`src/rtl/ctrl_pkg.sv`:
```
// Shared definitions for the RV32I decode-stage controller.
// Holds opcode constants, ImmSrc/ResultSrc encodings, the ALU operation
// and controller state enums, the ID/EX control bundle type and the
// funct3/funct7 to ALU operation mapping.
package ctrl_pkg;

  localparam logic [6:0] OP_LOAD   = 7'b0000011;
  localparam logic [6:0] OP_STORE  = 7'b0100011;
  localparam logic [6:0] OP_RTYPE  = 7'b0110011;
  localparam logic [6:0] OP_IALU   = 7'b0010011;
  localparam logic [6:0] OP_BRANCH = 7'b1100011;
  localparam logic [6:0] OP_JAL    = 7'b1101111;
  localparam logic [6:0] OP_JALR   = 7'b1100111;
  localparam logic [6:0] OP_LUI    = 7'b0110111;

  localparam logic [2:0] IMM_I = 3'b000;
  localparam logic [2:0] IMM_S = 3'b001;
  localparam logic [2:0] IMM_B = 3'b010;
  localparam logic [2:0] IMM_J = 3'b011;
  localparam logic [2:0] IMM_U = 3'b100;

  localparam logic [1:0] RES_ALU = 2'b00;
  localparam logic [1:0] RES_MEM = 2'b01;
  localparam logic [1:0] RES_PC4 = 2'b10;
  localparam logic [1:0] RES_IMM = 2'b11;

  typedef enum logic [3:0] {
    ALU_ADD  = 4'b0000,
    ALU_SUB  = 4'b0001,
    ALU_AND  = 4'b0010,
    ALU_OR   = 4'b0011,
    ALU_XOR  = 4'b0100,
    ALU_SLT  = 4'b0101,
    ALU_SLL  = 4'b0110,
    ALU_SRL  = 4'b0111,
    ALU_SRA  = 4'b1000,
    ALU_SLTU = 4'b1001
  } alu_op_e;

  typedef enum logic [1:0] {RUN, STALL, HALT} state_e;

  typedef struct packed {
    logic       reg_write;
    logic [1:0] result_src;
    logic       mem_write;
    logic       jump;
    logic       branch;
    logic       alu_src;
    alu_op_e    alu_ctrl;
    logic [2:0] funct3;
    logic [4:0] rs1;
    logic [4:0] rs2;
    logic [4:0] rd;
  } ctrl_t;

  // funct7[5] selects SUB only for R-type; for immediates that bit is part
  // of the immediate except on the shift encodings, where it picks SRA.
  function automatic alu_op_e alu_decode(input logic [2:0] f3, input logic alt,
                                         input logic rtype);
    case (f3)
      3'b000:  return (rtype && alt) ? ALU_SUB : ALU_ADD;
      3'b001:  return ALU_SLL;
      3'b010:  return ALU_SLT;
      3'b011:  return ALU_SLTU;
      3'b100:  return ALU_XOR;
      3'b101:  return alt ? ALU_SRA : ALU_SRL;
      3'b110:  return ALU_OR;
      default: return ALU_AND;
    endcase
  endfunction

endpackage

```
`src/rtl/main_decoder.sv`:
```
// Purely combinational RV32I main decoder.
// Ports: instr (IF/ID instruction) -> ctrl (control bundle incl. register
// indices), imm_src (immediate extender select), illegal (unknown opcode).
module main_decoder
  import ctrl_pkg::*;
#(
  parameter int WIDTH = 32
) (
  input  logic [WIDTH-1:0] instr,
  output ctrl_t            ctrl,
  output logic [2:0]       imm_src,
  output logic             illegal
);

  // Only funct7[5] matters for decode; the remaining funct7 bits are immediate.
  logic unused_bits;
  assign unused_bits = ^{instr[31], instr[29:25]};

  always_comb begin
    ctrl          = '0;
    imm_src       = IMM_I;
    illegal       = 1'b0;
    ctrl.funct3   = instr[14:12];
    ctrl.rs1      = instr[19:15];
    ctrl.rs2      = instr[24:20];
    ctrl.rd       = instr[11:7];
    // Unused source fields are zeroed so they can never match a load's rd.
    case (instr[6:0])
      OP_LOAD: begin
        ctrl.reg_write  = 1'b1;
        ctrl.result_src = RES_MEM;
        ctrl.alu_src    = 1'b1;
        ctrl.alu_ctrl   = ALU_ADD;
        ctrl.rs2        = '0;
      end
      OP_STORE: begin
        imm_src        = IMM_S;
        ctrl.mem_write = 1'b1;
        ctrl.alu_src   = 1'b1;
        ctrl.alu_ctrl  = ALU_ADD;
      end
      OP_RTYPE: begin
        ctrl.reg_write = 1'b1;
        ctrl.alu_ctrl  = alu_decode(instr[14:12], instr[30], 1'b1);
      end
      OP_IALU: begin
        ctrl.reg_write = 1'b1;
        ctrl.alu_src   = 1'b1;
        ctrl.alu_ctrl  = alu_decode(instr[14:12], instr[30], 1'b0);
        ctrl.rs2       = '0;
      end
      OP_BRANCH: begin
        imm_src       = IMM_B;
        ctrl.branch   = 1'b1;
        ctrl.alu_ctrl = ALU_SUB;
      end
      OP_JAL: begin
        imm_src         = IMM_J;
        ctrl.jump       = 1'b1;
        ctrl.reg_write  = 1'b1;
        ctrl.result_src = RES_PC4;
        ctrl.rs1        = '0;
        ctrl.rs2        = '0;
      end
      OP_JALR: begin
        ctrl.jump       = 1'b1;
        ctrl.reg_write  = 1'b1;
        ctrl.result_src = RES_PC4;
        ctrl.alu_src    = 1'b1;
        ctrl.alu_ctrl   = ALU_ADD;
        ctrl.rs2        = '0;
      end
      OP_LUI: begin
        imm_src         = IMM_U;
        ctrl.reg_write  = 1'b1;
        ctrl.result_src = RES_IMM;
        ctrl.rs1        = '0;
        ctrl.rs2        = '0;
      end
      default: begin
        ctrl    = '0;
        illegal = 1'b1;
      end
    endcase
  end

endmodule

```
`src/rtl/decode_ctrl.sv`:
```
// Decode-stage controller for the pipelined RV32I core.
// Decodes InstrD, drives ImmSrc combinationally, registers the control
// bundle into ID/EX and sequences load-use stalls, EX-resolved flushes and
// a sticky halt on illegal opcodes.
// Ports: clk, rst_n (async, active-low), InstrD, PCSrcE in;
//        ImmSrc (comb), *E control/index outputs (registered),
//        StallF/StallD/FlushD (comb), Halted (registered, sticky) out.
module decode_ctrl
  import ctrl_pkg::*;
#(
  parameter int WIDTH           = 32,
  parameter int LOAD_USE_CYCLES = 1
) (
  input  logic             clk,
  input  logic             rst_n,
  input  logic [WIDTH-1:0] InstrD,
  input  logic             PCSrcE,
  output logic [2:0]       ImmSrc,
  output logic             RegWriteE,
  output logic [1:0]       ResultSrcE,
  output logic             MemWriteE,
  output logic             JumpE,
  output logic             BranchE,
  output logic             ALUSrcE,
  output logic [3:0]       ALUControlE,
  output logic [2:0]       Funct3E,
  output logic [4:0]       Rs1E,
  output logic [4:0]       Rs2E,
  output logic [4:0]       RdE,
  output logic             StallF,
  output logic             StallD,
  output logic             FlushD,
  output logic             Halted
);

  // Extra bubbles still owed after the one inserted on detection.
  localparam logic [1:0] CNT_INIT = 2'(LOAD_USE_CYCLES - 1);

  ctrl_t      dec_d;
  ctrl_t      idex_p1;
  logic       illegal_d;
  logic       hazard;
  logic       load_e;
  logic       halted_n;
  logic [1:0] cnt, cnt_n;
  state_e     state, state_n;

  main_decoder #(.WIDTH(WIDTH)) u_dec (
    .instr   (InstrD),
    .ctrl    (dec_d),
    .imm_src (ImmSrc),
    .illegal (illegal_d)
  );

  assign hazard = (idex_p1.result_src == RES_MEM) && (idex_p1.rd != 5'd0) &&
                  ((dec_d.rs1 == idex_p1.rd) || (dec_d.rs2 == idex_p1.rd));

  always_comb begin
    state_n  = state;
    cnt_n    = cnt;
    halted_n = Halted;
    load_e   = 1'b0;
    StallF   = 1'b0;
    StallD   = 1'b0;
    FlushD   = 1'b0;
    case (state)
      RUN: begin
        if (PCSrcE) begin
          FlushD = 1'b1;
        end else if (hazard) begin
          StallF = 1'b1;
          StallD = 1'b1;
          cnt_n  = CNT_INIT;
          if (CNT_INIT != 2'd0) state_n = STALL;
        end else if (illegal_d) begin
          halted_n = 1'b1;
          state_n  = HALT;
        end else begin
          load_e = 1'b1;
        end
      end
      STALL: begin
        // E holds a bubble here, so PCSrcE cannot be asserted.
        StallF = 1'b1;
        StallD = 1'b1;
        cnt_n  = cnt - 2'd1;
        if (cnt == 2'd1) state_n = RUN;
      end
      HALT: begin
        StallF = 1'b1;
        StallD = 1'b1;
      end
      default: state_n = RUN;
    endcase
  end

  // ---- ID -> EX boundary ----
  always_ff @(posedge clk or negedge rst_n) begin
    if (!rst_n) begin
      state   <= RUN;
      cnt     <= 2'd0;
      Halted  <= 1'b0;
      idex_p1 <= '0;
    end else begin
      state   <= state_n;
      cnt     <= cnt_n;
      Halted  <= halted_n;
      idex_p1 <= load_e ? dec_d : '0;
    end
  end

  assign RegWriteE   = idex_p1.reg_write;
  assign ResultSrcE  = idex_p1.result_src;
  assign MemWriteE   = idex_p1.mem_write;
  assign JumpE       = idex_p1.jump;
  assign BranchE     = idex_p1.branch;
  assign ALUSrcE     = idex_p1.alu_src;
  assign ALUControlE = idex_p1.alu_ctrl;
  assign Funct3E     = idex_p1.funct3;
  assign Rs1E        = idex_p1.rs1;
  assign Rs2E        = idex_p1.rs2;
  assign RdE         = idex_p1.rd;

endmodule

```
`config.mk`:
```
export PLATFORM = sky130hd
export DESIGN_NAME = decode_ctrl
export DESIGN_NICKNAME = d
export VERILOG_FILES = /design/src/rtl/ctrl_pkg.sv /design/src/rtl/main_decoder.sv /design/src/rtl/decode_ctrl.sv
export SDC_FILE = /design/constraint.sdc
export NUM_CORES = 1
export LEC_CHECK = 0
export ABC_AREA = 1
export BUFFER_PORTS_ARGS = -buffer_cell sky130_fd_sc_hd__buf_2
export CAP_MARGIN = 20
export CORE_MARGIN = 2
export CORE_UTILIZATION = 35
export CTS_BUF_LIST = sky130_fd_sc_hd__clkbuf_8
export CTS_CLUSTER_SIZE = 14
export DETAILED_ROUTE_END_ITERATION = 7
export GPL_ROUTABILITY_DRIVEN = 0
export PLACE_DENSITY = 0.74
export SLEW_MARGIN = 10
export SYNTH_ARGS = -nofsm -noshare
export SYNTH_HDL_FRONTEND = slang
export SYNTH_SLANG_ARGS = --single-unit
```
`constraint.sdc`:
```
create_clock -name clk -period 2.6 [get_ports clk]
set_input_delay 0.39 -clock clk [delete_from_list [all_inputs] [get_ports clk]]
set_output_delay 0.39 -clock clk [all_outputs]
set_load 0.1 [all_outputs]
```
* Yosys cells after proc, flatten, opt, wreduce, memory -nomap -nowiden *
Index checks and enable logic that the tools add are counted.

operators by class
  $add $sub $neg = 1
  equal/unequal tests = 25
  muxes and demuxes = 34
  bitwise logic cells = 4
  reductions and logical operators = 17

operators with widths
  cell                                                                    number
  4-bit one-hot mux with 7 select lines                                   2
  29-bit two-way mux                                                      1
  7-bit by 6-bit equality test with 1-bit output (second input constant)  3
  7-bit equality test (second input constant)                             3
  5-bit two-way mux                                                       3
  1-bit two-way mux                                                       14
  2-bit two-way mux                                                       6
  2-bit one-hot mux with 3 select lines                                   2
  3-bit one-hot mux with 4 select lines                                   1
  4-bit one-hot mux with 3 select lines                                   1
  6-bit OR reduction                                                      2
  5-bit equality test                                                     2
  2-bit != test (second input constant)                                   5
  3-bit equality test (second input constant)                             3
  8-bit OR reduction                                                      1
  7-bit by 2-bit equality test with 1-bit output (second input constant)  1
  7-bit by 5-bit equality test with 1-bit output (second input constant)  1
  2-bit by 1-bit equality test with 1-bit output (second input constant)  3
  3-bit by 2-bit equality test with 1-bit output (second input constant)  2
  5-bit AND reduction                                                     1
  5-bit nonzero test                                                      1
  4-bit two-way mux                                                       1
  1-bit inverter                                                          4
  2-bit one-hot mux with 2 select lines                                   1
  other kinds (15)                                                        17

word-level totals
  register bits after elaboration = 34
  input bits = 35
  output and inout port bits = 36
  logic and storage cells = 95

* Depth between registers and ports, before layout *
Gate-level depths: netlist of the first run.

  depth after elaboration = 10
  depth in mapped cells = 17

* Modules after synthesis *
A second synthesis of the first run with hierarchy kept.

second synthesis, totals
  cells, all modules = 257
  area total of the unflattened synthesis = 1886.8 µm²

modules (own cells, without submodules)
  module        instances  cells an instance  area an instance (µm²)
  decode_ctrl   1          150                1353.8
  main_decoder  1          107                533.0

* Worst setup path before layout of the first run *
Ideal clock, no wire load.

  kind = flip-flop to output port
  start = register idex_p1, in the netlist RdE[4]
  end = output StallF
  data arrival time = 4.324 ns
  required time = 2.210 ns
  slack = -2.114 ns
  stages on the path, launching flop included = 9
  buffers on the path = 1
  path through = dfrtp_1 -> inv_1 -> xor2_1 -> nor2_1 -> nand4_1 -> nand2_1 -> nand2_2 -> o21ai_0 -> buf_4

on the way
  longest elaborated chain between the ends = 6
  elaborated cells on any way between the ends = 9
  those cells by class = eq/ne: 2; mux: 3; reduce/logical: 4

RTL lines
  what                                                       line                                  RTL
  from (decl)                                                decode_ctrl.sv:40                     ctrl_t idex_p1;
  from (signal assigned)                                     decode_ctrl.sv:108                    idex_p1 <= load_e ? dec_d : '0;
  5-bit equality test or 5-bit nonzero test (tied branches)  decode_ctrl.sv:56, decode_ctrl.sv:55
  1-bit logical OR or 1-bit logical AND (tied branches)      decode_ctrl.sv:56, decode_ctrl.sv:55
  1-bit logical AND (*)                                      decode_ctrl.sv:55                     assign hazard = (idex_p1.result_src == RES_MEM) && (idex_p1.rd != 5'd0) &&
  1-bit two-way mux (*) (2 in series)                        -
  1-bit one-hot mux with 2 select lines (*)                  -
  to (decl)                                                  decode_ctrl.sv:30                     output logic StallF,

Every way passes the cells marked *; elsewhere a longest branch is shown, timed or not.

* Worst setup path in the final report of the first run *
  start = input InstrD[2]
  end = output StallD

on the way
  longest elaborated chain between the ends = 9
  elaborated cells on any way between the ends = 17
  those cells by class = eq/ne: 8; mux: 5; reduce/logical: 4

RTL lines
  what                                                                       line                RTL
  from (decl)                                                                decode_ctrl.sv:16   input logic [WIDTH-1:0] InstrD,
  7-bit by 6-bit equality test with 1-bit output (tied with other cells)     main_decoder.sv:28  case (instr[6:0])
  6-bit OR reduction (no source line) or 3-bit OR reduction (tied branches)  -
  5-bit two-way mux                                                          main_decoder.sv:28
  5-bit equality test                                                        decode_ctrl.sv:56   ((dec_d.rs1 == idex_p1.rd) || (dec_d.rs2 == idex_p1.rd));
  1-bit logical OR (*)                                                       decode_ctrl.sv:56
  1-bit logical AND (*)                                                      decode_ctrl.sv:55
  1-bit two-way mux (*)                                                      decode_ctrl.sv:70   end else if (hazard) begin
  1-bit two-way mux (*)                                                      decode_ctrl.sv:68   if (PCSrcE) begin
  1-bit one-hot mux with 2 select lines (*)                                  decode_ctrl.sv:66   case (state)
  to (decl)                                                                  decode_ctrl.sv:31   output logic StallD,

Marks and branches as above.

==> metrics.yaml, run 1 <==
postSynthNetCount: 224
grt_max_degree: 32
die_w_um: 70.37
synth_top_area_cell: "dfrtp_1"
vias_per_cell: 4.547
status: "finished, final reports clean"
grt_pass1_vias: 1282
hp-class: "in2async"
totalWireLength_um: 3502
p_leak_nw: 1.197
postLayoutCellArea_um2: 2202
start_util_pct: 35.90
drtIter0Drc: 60
layout_commonest_cell: "buf_2"
syn_to_final_growth_pct: 42.86
cp_slowest_cell: "a21oi_4"
ios: 71
syn-instance-count: 189
fin_util_pct: 51.28
overflow: 0
grt_usage_pct: 14.43
clockBufferDepth: 2
power_density_nw_per_um2: 477.8
fin_hold_ws_ps: 126.8
worstSetupEndpointType: "output port"
wl_per_cell_um: 11.01
grt_setup_unrepaired: "yes"
worstPathCellList: "buf_4 -> nor2_4 -> nand2_4 -> a21oi_4 -> nor2_4 -> nand2_4 -> nand2_2 -> nand2_1 -> nand2_1 -> nor2_1 -> nand3_1 -> nand2_1 -> nand2_2 -> o21ai_4 -> buf_12"
ir_worst_vdd_mv: 0.1926
synth_area_leaders: "dfrtp_1, nand2_1, nor2_1, inv_1, nor2_2"
fillers: 421
cp_data_required_time_ps: 2210
slew_headroom_pct: 57.32
synth_cell_types: 24
ys_warn_count: 0
mostFrequentLayoutCells: "buf_2, nand2_1, nor2_1, dfrtp_1, inv_1"
antenna_found_initial: 0
setup_viol: 0
core_um2: 4294
portBuffers: 64
htree_levels: 2
hold_violations: 0
maxCapViolCount: 0
avgSynthCellArea_um2: 8.156
clock_sinks: 31
cp-start-kind: "input port"
cts_root_buf: "clkbuf_8"
cts_buffers: 5
synth_area_um2: 1541
crit_type: "in2out"
drtPass1Iterations: 4
crit_arrival_ps: 2090
dr_total_vias: 1446
drtAntennaViolNets: 0
final_cells: 318
critPathMostFrequentCell: "nand2_1"
dp_cells: 303
core.rowCount: 24
fin_skew_ps: 3.420
dpl-instance-area_um2: 1968
clk_latency_ps: 280
min_period_over_period_pct: 95.40
grt_pass1_wl_um: 5464
diodes: 0
drive_above_1_share_pct: 43.98
fin_crit_ps: 2480
drv_slew: 0
dieHeight_um: 70.37
max_freq_ghz: 0.4032
synth_top_area_share_pct: 50.32
seq_area_frac_synth_pct: 50.32
cp_max_fo: 6
path_clk_slew_ps: 60
dieArea_um2: 4951
cts_tree: "yes"
crit_path_max_incr_delay_ps: 230
fin_nets: 300
drc: 0
tightest_slew_ps: 640.2
synth-seq-cells: 31
dp_hpwl_um: 2624
-- flip-flops by register name (all words and copies together), names as in the netlist --
name	count
ALUControlE	4
ALUSrcE	1
BranchE	1
Funct3E	3
Halted	1
JumpE	1
MemWriteE	1
RdE	5
RegWriteE	1
ResultSrcE	2
Rs1E	5
Rs2E	5
state	1
-- timing repair --
action / 4_1_cts / 5_1_grt
resized for setup: 0 / 20
setup endpoints to repair: 0 / 2
setup buffers: 0 / 6
hold buffers: 0 / 0
-- where the power goes --
part	switching (W)	total [W]	internal [W]	leakage [nW]
combinational	0.0000532	0.0000869	0.0000337	0.720
clock	0.000173	0.000483	0.000310	0.0612
sequential	0.0000000000000000105	0.000482	0.000482	0.416
-- critical path: cells and delay by family --
family / cells / cell delay [ps]
buffers and inverters: 2 / 320
AO/OA/AOI/OAI: 2 / 450
AND/OR/NAND/NOR: 11 / 930
-- cell usage after synthesis, drive strengths merged --
| cell type | number |
|---|---|
| nand2 | 39 |
| inv | 29 |
| nor3 | 3 |
| o211ai | 1 |
| nand4 | 2 |
| buf | 4 |
| dfrtp | 31 |
| o31a | 1 |
| a21oi | 2 |
| a211oi | 1 |
| nand3b | 2 |
| nand3 | 14 |
| nor4 | 3 |
| nor2 | 48 |
| o21ai | 4 |
| xor2 | 5 |
-- kinds of logic after synthesis --
kind of cell	count (synthesis)	synth area share, %
AOI/OAI and AO/OA	9	4.221
buffers and inverters	33	9.334
and+or+nand+nor	111	33.28
xor gates and xnor gates	5	2.841
DFF	31	50.32
-- path summary, 6_finish.rpt --
kind | from | end | slack [ps] | cells after the start
max in group asynchronous | rst_n | RdE[0]$_DFF_PN0_ | 2020 | 1
max | InstrD[2] | StallD | 120 | 15
min reg2reg | Halted$_DFFE_PN0P_ | Halted$_DFFE_PN0P_ | 500 | 2
max reg2reg | RdE[4]$_DFF_PN0_ | Funct3E[2]$_DFF_PN0_ | 1010 | 10
min in group clk | InstrD[7] | RdE[0]$_DFF_PN0_ | 310 | 3
min | rst_n | RdE[2]$_DFF_PN0_ | 130 | 1
-- per-stage QoR --
stage	setup slack, ps	power (W)	setup TNS (ps)
2_1_floorplan	-239.3	0.0005245	-239.3
6_report	119.7	0.001052	0
3_3_place_gp	107.2	0.0005649	0
5_1_grt	-46.04	0.001100	-91.85
4_1_cts	59.43	0.001051	0
3_5_place_dp	88.73	0.0005654	0
-- layout make-up --
| cell class | count | area (µm²) | area share (%) |
|---|---|---|---|
| Clock buffer | 6 | 82.58 | 3.750 |
| Clock inverter | 2 | 35.03 | 1.591 |
| Inverter | 29 | 111.4 | 5.057 |
| Multi-Input combinational cell | 126 | 689.4 | 31.31 |
| Sequential cell | 31 | 780.7 | 35.45 |
| Tap cell | 52 | 65.06 | 2.955 |
| Timing Repair Buffer | 72 | 437.9 | 19.89 |
-- layer usage --
metal,vias to the layer above,part of all wire (%),GRT usage [%]
li1,734,-,-
met1,655,39,16.39
met2,51,51,24.11
met3,6,7.5,4.906
met4,0,2.0,7.051
met5,-,0,0
Note: power is estimated with default switching activity, not from simulation.
==> run 2, diff against run 1 <==
CORE_ASPECT_RATIO = 1.2   (was unset)
PLACE_DENSITY = 0.66   (was 0.74)
==> metrics.yaml, run 2 (synthesis results as in run 1) <==
status: "finished, final reports clean"  # unchanged
syn_to_final_growth_pct: 41.48  # was 42.86%
htree_levels: 2  # unchanged
grt_setup_unrepaired: "yes"  # unchanged
final_cells: 321  # was 318
cts_root_buf: "clkbuf_8"  # unchanged
core_um2: 4262  # was 4294 µm²
power_density_nw_per_um2: 480.5  # was 477.8 nW/µm²
top_usage_layer: "met2"  # unchanged
vias_per_cell: 4.421  # was 4.547
totalWireLength_um: 3596  # was 3502 µm
dieArea_um2: 4953  # was 4951 µm²
fin_nets: 299  # was 300
antenna_found_initial: 0  # unchanged
cp_data_required_time_ps: 2210  # about the same
min_period_over_period_pct: 95.95  # was 95.40%
dieHeight_um: 76.70  # was 70.37 µm
path_clk_slew_ps: 60  # about the same
tightest_slew_ps: 668.1  # was 640.2 ps
clockBufferDepth: 2  # unchanged
drtAntennaViolNets: 0  # unchanged
pre_cts_ws_ps: 92.83  # was 88.73 ps
total_power_w: 0.001048  # was 0.001052 W
gr-usage-met3_pct: 3.372  # was 4.906%
core.rowCount: 26  # was 24
use_met2_pct: 25.83  # was 24.11%
crit_arrival_ps: 2100  # was 2090 ps
p_leak_nw: 1.186  # was 1.197 nW
worstSetupEndpointType: "output port"  # unchanged
cp_max_fo: 7  # was 6
cts_buffers: 5  # unchanged
maxCapViolCount: 0  # unchanged
dp_cells: 308  # was 303
fin_hold_ws_ps: 143.9  # was 126.8 ps
portBuffers: 64  # unchanged
hold_violations: 0  # unchanged
drtPass1Iterations: 4  # unchanged
gr-usage-met1_pct: 17.62  # was 16.39%
start_util_pct: 36.17  # was 35.90%
drive_above_1_share_pct: 42.64  # was 43.98%
clock_sinks: 31  # unchanged
overflow: 0  # unchanged
mostFrequentLayoutCells: "buf_2, nand2_1, nor2_1, dfrtp_1, inv_1"  # unchanged
clk_latency_ps: 280  # about the same
max_freq_ghz: 0.4008  # was 0.4032 GHz
cts_tree: "yes"  # unchanged
die_w_um: 64.58  # was 70.37 µm
ir_worst_vdd_mv: 0.2139  # was 0.1926 mV
grt_pass1_wl_um: 5796  # was 5464 µm
fillers: 411  # was 421
grt_max_degree: 32  # unchanged
grt_usage_pct: 15.33  # was 14.43%
hold_buffers: 0  # unchanged
ios: 71  # unchanged
setup_viol: 0  # unchanged
dr_total_vias: 1419  # was 1446
fin_crit_ps: 2495  # was 2480 ps
grt_pass1_vias: 1312  # was 1282
fin_skew_ps: 3.435  # was 3.420 ps
cp-start-kind: "input port"  # unchanged
setup_slack_ps: 105.2  # was 119.7 ps
layout_commonest_cell: "buf_2"  # unchanged
dp_hpwl_um: 2662  # was 2624 µm
drtIter0Drc: 77  # was 60
postLayoutCellArea_um2: 2181  # was 2202 µm²
wl_per_cell_um: 11.20  # was 11.01 µm
dpl-instance-area_um2: 1981  # was 1968 µm²
crit_type: "in2out"  # unchanged
diodes: 0  # unchanged
hp-class: "in2async"  # unchanged
drc: 0  # unchanged
slew_headroom_pct: 55.46  # was 57.32%
drv_slew: 0  # unchanged
==> run 2: cell count changes in the layout (fill, tap and decap cells not counted) <==
| cell | change |
|---|---|
| nand2_2 | -2 |
| nor2_4 | -1 |
| buf_4 | -2 |
| buf_8 | -1 |
| buf_2 | +1 |
| nor2_1 | +1 |
| nand2_1 | +2 |
| buf_6 | +1 |
==> run 2: final timing paths <==
path,from,end,slack (ps),cells past startpoint
setup / recovery,InstrD[2],StallF,110,12
hold / removal,rst_n,Rs2E[4]$_DFF_PN0_,140,1
setup reg to reg,RdE[4]$_DFF_PN0_,RegWriteE$_DFF_PN0_,990,10
hold reg to reg,Halted$_DFFE_PN0P_,Halted$_DFFE_PN0P_,470,2
max in group asynchronous,rst_n,RdE[1]$_DFF_PN0_,1980,1
min in group clk,InstrD[11],RdE[4]$_DFF_PN0_,310,3
==> run 2: where the power goes <==
group | total [W] | internal [W] | switching (W)
combinational | 0.0000856 | 0.0000326 | 0.0000531
sequential | 0.000482 | 0.000482 | 0.0000000000000000100
clock | 0.000480 | 0.000310 | 0.000170
==> run 2: final cells by class <==
| cell class | count | area [µm²] | area share, % |
|---|---|---|---|
| repair buffers | 71 | 424.2 | 19.45 |
| inverters | 29 | 111.4 | 5.106 |
| multi-input cells | 126 | 676.9 | 31.04 |
| clock buffers | 6 | 82.58 | 3.787 |
| flip-flops and latches | 31 | 780.7 | 35.80 |
| well taps | 56 | 70.07 | 3.213 |
| clock inverters | 2 | 35.03 | 1.606 |
==> run 2: worst max-delay path, stage by stage <==
cell and delay (ps):
buf_2 120, nor2_4 100, nand2_4 90, a21oi_4 240
nand2_1 170, xor2_1 180, nor2_1 120, nand4_1 90
nand2_1 80, nand2_2 100, o21ai_4 220, buf_12 200
==> run 2: repair_timing <==
action                     in CTS  in global routing
resized for setup               0                 14
buffers inserted                0                  4
setup endpoints to repair       0                  2
==> run 2: layer usage <==
layer	vias up	wire length, µm	part of all wire, %
li1	736	-	-
met1	624	1418	39
met2	51	1857	52
met3	8	213	5.9
met4	0	107	3.0
met5	-	0	0
==> run 2: stage by stage <==
step	setup TNS, ps	utilization [%]
detailed placement	0	46.48
global route	-89.68	51.17
global placement	0	46.48
floorplan	-239.3	-
CTS	0	49.24
finish	0	51.17
==> run 3, diff against run 2 <==
CORE_UTILIZATION = 45   (was 35)
CTS_CLUSTER_SIZE = 28   (was 14)
PLACE_DENSITY = 0.8   (was 0.66)
SLEW_MARGIN = unset   (was 10)
==> metrics.yaml, run 3 (synthesis results as in run 1) <==
cts_tree: "yes"  # unchanged
cp_max_fo: 6  # was 7
p_seq_share_pct: 46.3  # was 46.0%
grt_usage_pct: 17.93  # was 15.33%
grt_max_degree: 32  # unchanged
path_clk_slew_ps: 60  # about the same
fillers: 295  # was 411
swShare_pct: 21.34  # was 21.31%
ir_worst_vdd_mv: 0.3846  # was 0.2139 mV
dr_total_vias: 1460  # was 1419
hold_violations: 0  # unchanged
core_um2: 3309  # was 4262 µm²
drv_slew: 0  # unchanged
setup.worst_path.start: "InstrD[6]"  # was InstrD[2]
ios: 71  # unchanged
power_frac_comb_pct: 7.7  # was 8.2%
cts_buffers: 5  # unchanged
cts_root_buf: "clkbuf_8"  # unchanged
totalWireLength_um: 3487  # was 3596 µm
vias_per_cell: 4.883  # was 4.421
drc: 0  # unchanged
drive_above_1_share_pct: 40.46  # was 42.64%
status: "finished, final reports clean"  # unchanged
antenna_found_initial: 0  # unchanged
cp_data_required_time_ps: 2210  # about the same
htree_levels: 2  # unchanged
top_usage_layer: "met2"  # unchanged
power_density_nw_per_um2: 493.5  # was 480.5 nW/µm²
maxCapViolCount: 0  # unchanged
p_int_w: 0.0008203  # was 0.0008246 W
max_freq_ghz: 0.4004  # was 0.4008 GHz
cp-start-kind: "input port"  # unchanged
r2r-start: "RdE[4]$_DFF_PN0_"  # unchanged
tightest_slew_ps: 658.2  # was 668.1 ps
slew_headroom_pct: 56.12  # was 55.46%
worstRegToRegCells: 9  # was 10
crit_arrival_ps: 2110  # was 2100 ps
core.rowCount: 23  # was 26
clock_sinks: 31  # unchanged
layout_commonest_cell: "buf_2"  # unchanged
power_switching_w: 0.0002225  # was 0.0002233 W
diodes: 0  # unchanged
dieHeight_um: 68.12  # was 76.70 µm
start_util_pct: 46.58  # was 36.17%
fin_skew_ps: 4.847  # was 3.435 ps
portBuffers: 64  # unchanged
drtAntennaViolNets: 0  # unchanged
drtIter0Drc: 53  # was 77
power_frac_clock_pct: 46.1  # was 45.8%
clockBufferDepth: 2  # unchanged
fin_hold_ws_ps: 138.4  # was 143.9 ps
use_met2_pct: 34.80  # was 25.83%
setup_viol: 0  # unchanged
clk_latency_ps: 280  # about the same
dieArea_um2: 3912  # was 4953 µm²
grt_pass1_wl_um: 5230  # was 5796 µm
total_power_w: 0.001043  # was 0.001048 W
min_period_over_period_pct: 96.07  # was 95.95%
syn_to_final_growth_pct: 37.09  # was 41.48%
p_leak_nw: 1.169  # was 1.186 nW
die_w_um: 57.43  # was 64.58 µm
hp-class: "in2async"  # unchanged
drtPass1Iterations: 4  # unchanged
dp_hpwl_um: 2579  # was 2662 µm
worstSetupEndpointType: "output port"  # unchanged
gr-usage-met3_pct: 4.726  # was 3.372%
fin_crit_ps: 2498  # was 2495 ps
wl_per_cell_um: 11.66  # was 11.20 µm
mostFrequentLayoutCells: "buf_2, nand2_1, nor2_1, dfrtp_1, inv_1"  # unchanged
fin_nets: 296  # was 299
crit_type: "in2out"  # unchanged
overflow: 0  # unchanged
grt_pass1_vias: 1282  # was 1312
gr-usage-met1_pct: 17.37  # was 17.62%
run 3: cell count changes in the layout (fill, tap and decap cells not counted), sizes merged:
| cell | before | now |
|---|---|---|
| buf | 71 | 68 |
run 3: worst max-delay path, cell delays in order:
cell     delay (ps)
buf_2           130
inv_2            80
nand3_4          90
a21oi_4         280
buf_4           160
nand2_1          70
xor2_1          150
inv_1            60
nand4_1          80
nand2_1         100
nand2_2          90
o21ai_4         220
buf_12          200
run 3: area by class of cell:
class,count,area (µm²),share of cell area [%]
multi-input combinational,126,666.9,31.56
tap,37,46.29,2.191
timing repair buffer,68,392.9,18.59
clock inverter,2,35.03,1.658
sequential,31,780.7,36.94
inverter,29,108.9,5.151
clock buffer,6,82.58,3.908
run 3: layer usage:
layer,wire [µm],vias up
li1,-,725
met1,1316,670
met2,1858,57
met3,238,8
met4,74,0
met5,0,-
run 3: what timing repair did:
action / CTS / global route
resized for setup: 0 / 6
setup buffers: 0 / 3
hold buffers: 0 / 0
endpoints found under the setup margin: 0 / 2
run 3: stage by stage:
step                instance area [µm²]  setup slack (ps)  util (%)  setup TNS, ps  instances
detailed placement                 1942             84.73     58.68              0        287
CTS                                2059             88.35     62.23              0        295
global placement                   1942             99.50     58.68              0        287
finish                             2113             102.3     63.86              0        299
floorplan                          1560            -239.3         -         -239.3        189
global route                       2113            -29.86     63.86         -58.18        299
run 3: power groups by stage:
| stage | Combinational (W) | Sequential, W | Clock, W |
|---|---|---|---|
| after floorplan | 0.0000331 | 0.000491 | 0 |
| after global placement | 0.0000728 | 0.000491 | 0 |
| after detailed placement | 0.0000743 | 0.000491 | 0 |
| after CTS | 0.0000746 | 0.000482 | 0.000491 |
| after global routing | 0.0000896 | 0.000482 | 0.000516 |
| final | 0.0000802 | 0.000482 | 0.000480 |
run 3: path summary, 6_finish.rpt:
check,slack [ps],endpoint
max,100,StallF
min,140,Rs1E[4]$_DFF_PN0_
max reg2reg,1120,Funct3E[1]$_DFF_PN0_
min reg2reg,490,Halted$_DFFE_PN0P_
max in group asynchronous,1990,RdE[0]$_DFF_PN0_
min in group clk,310,RdE[1]$_DFF_PN0_
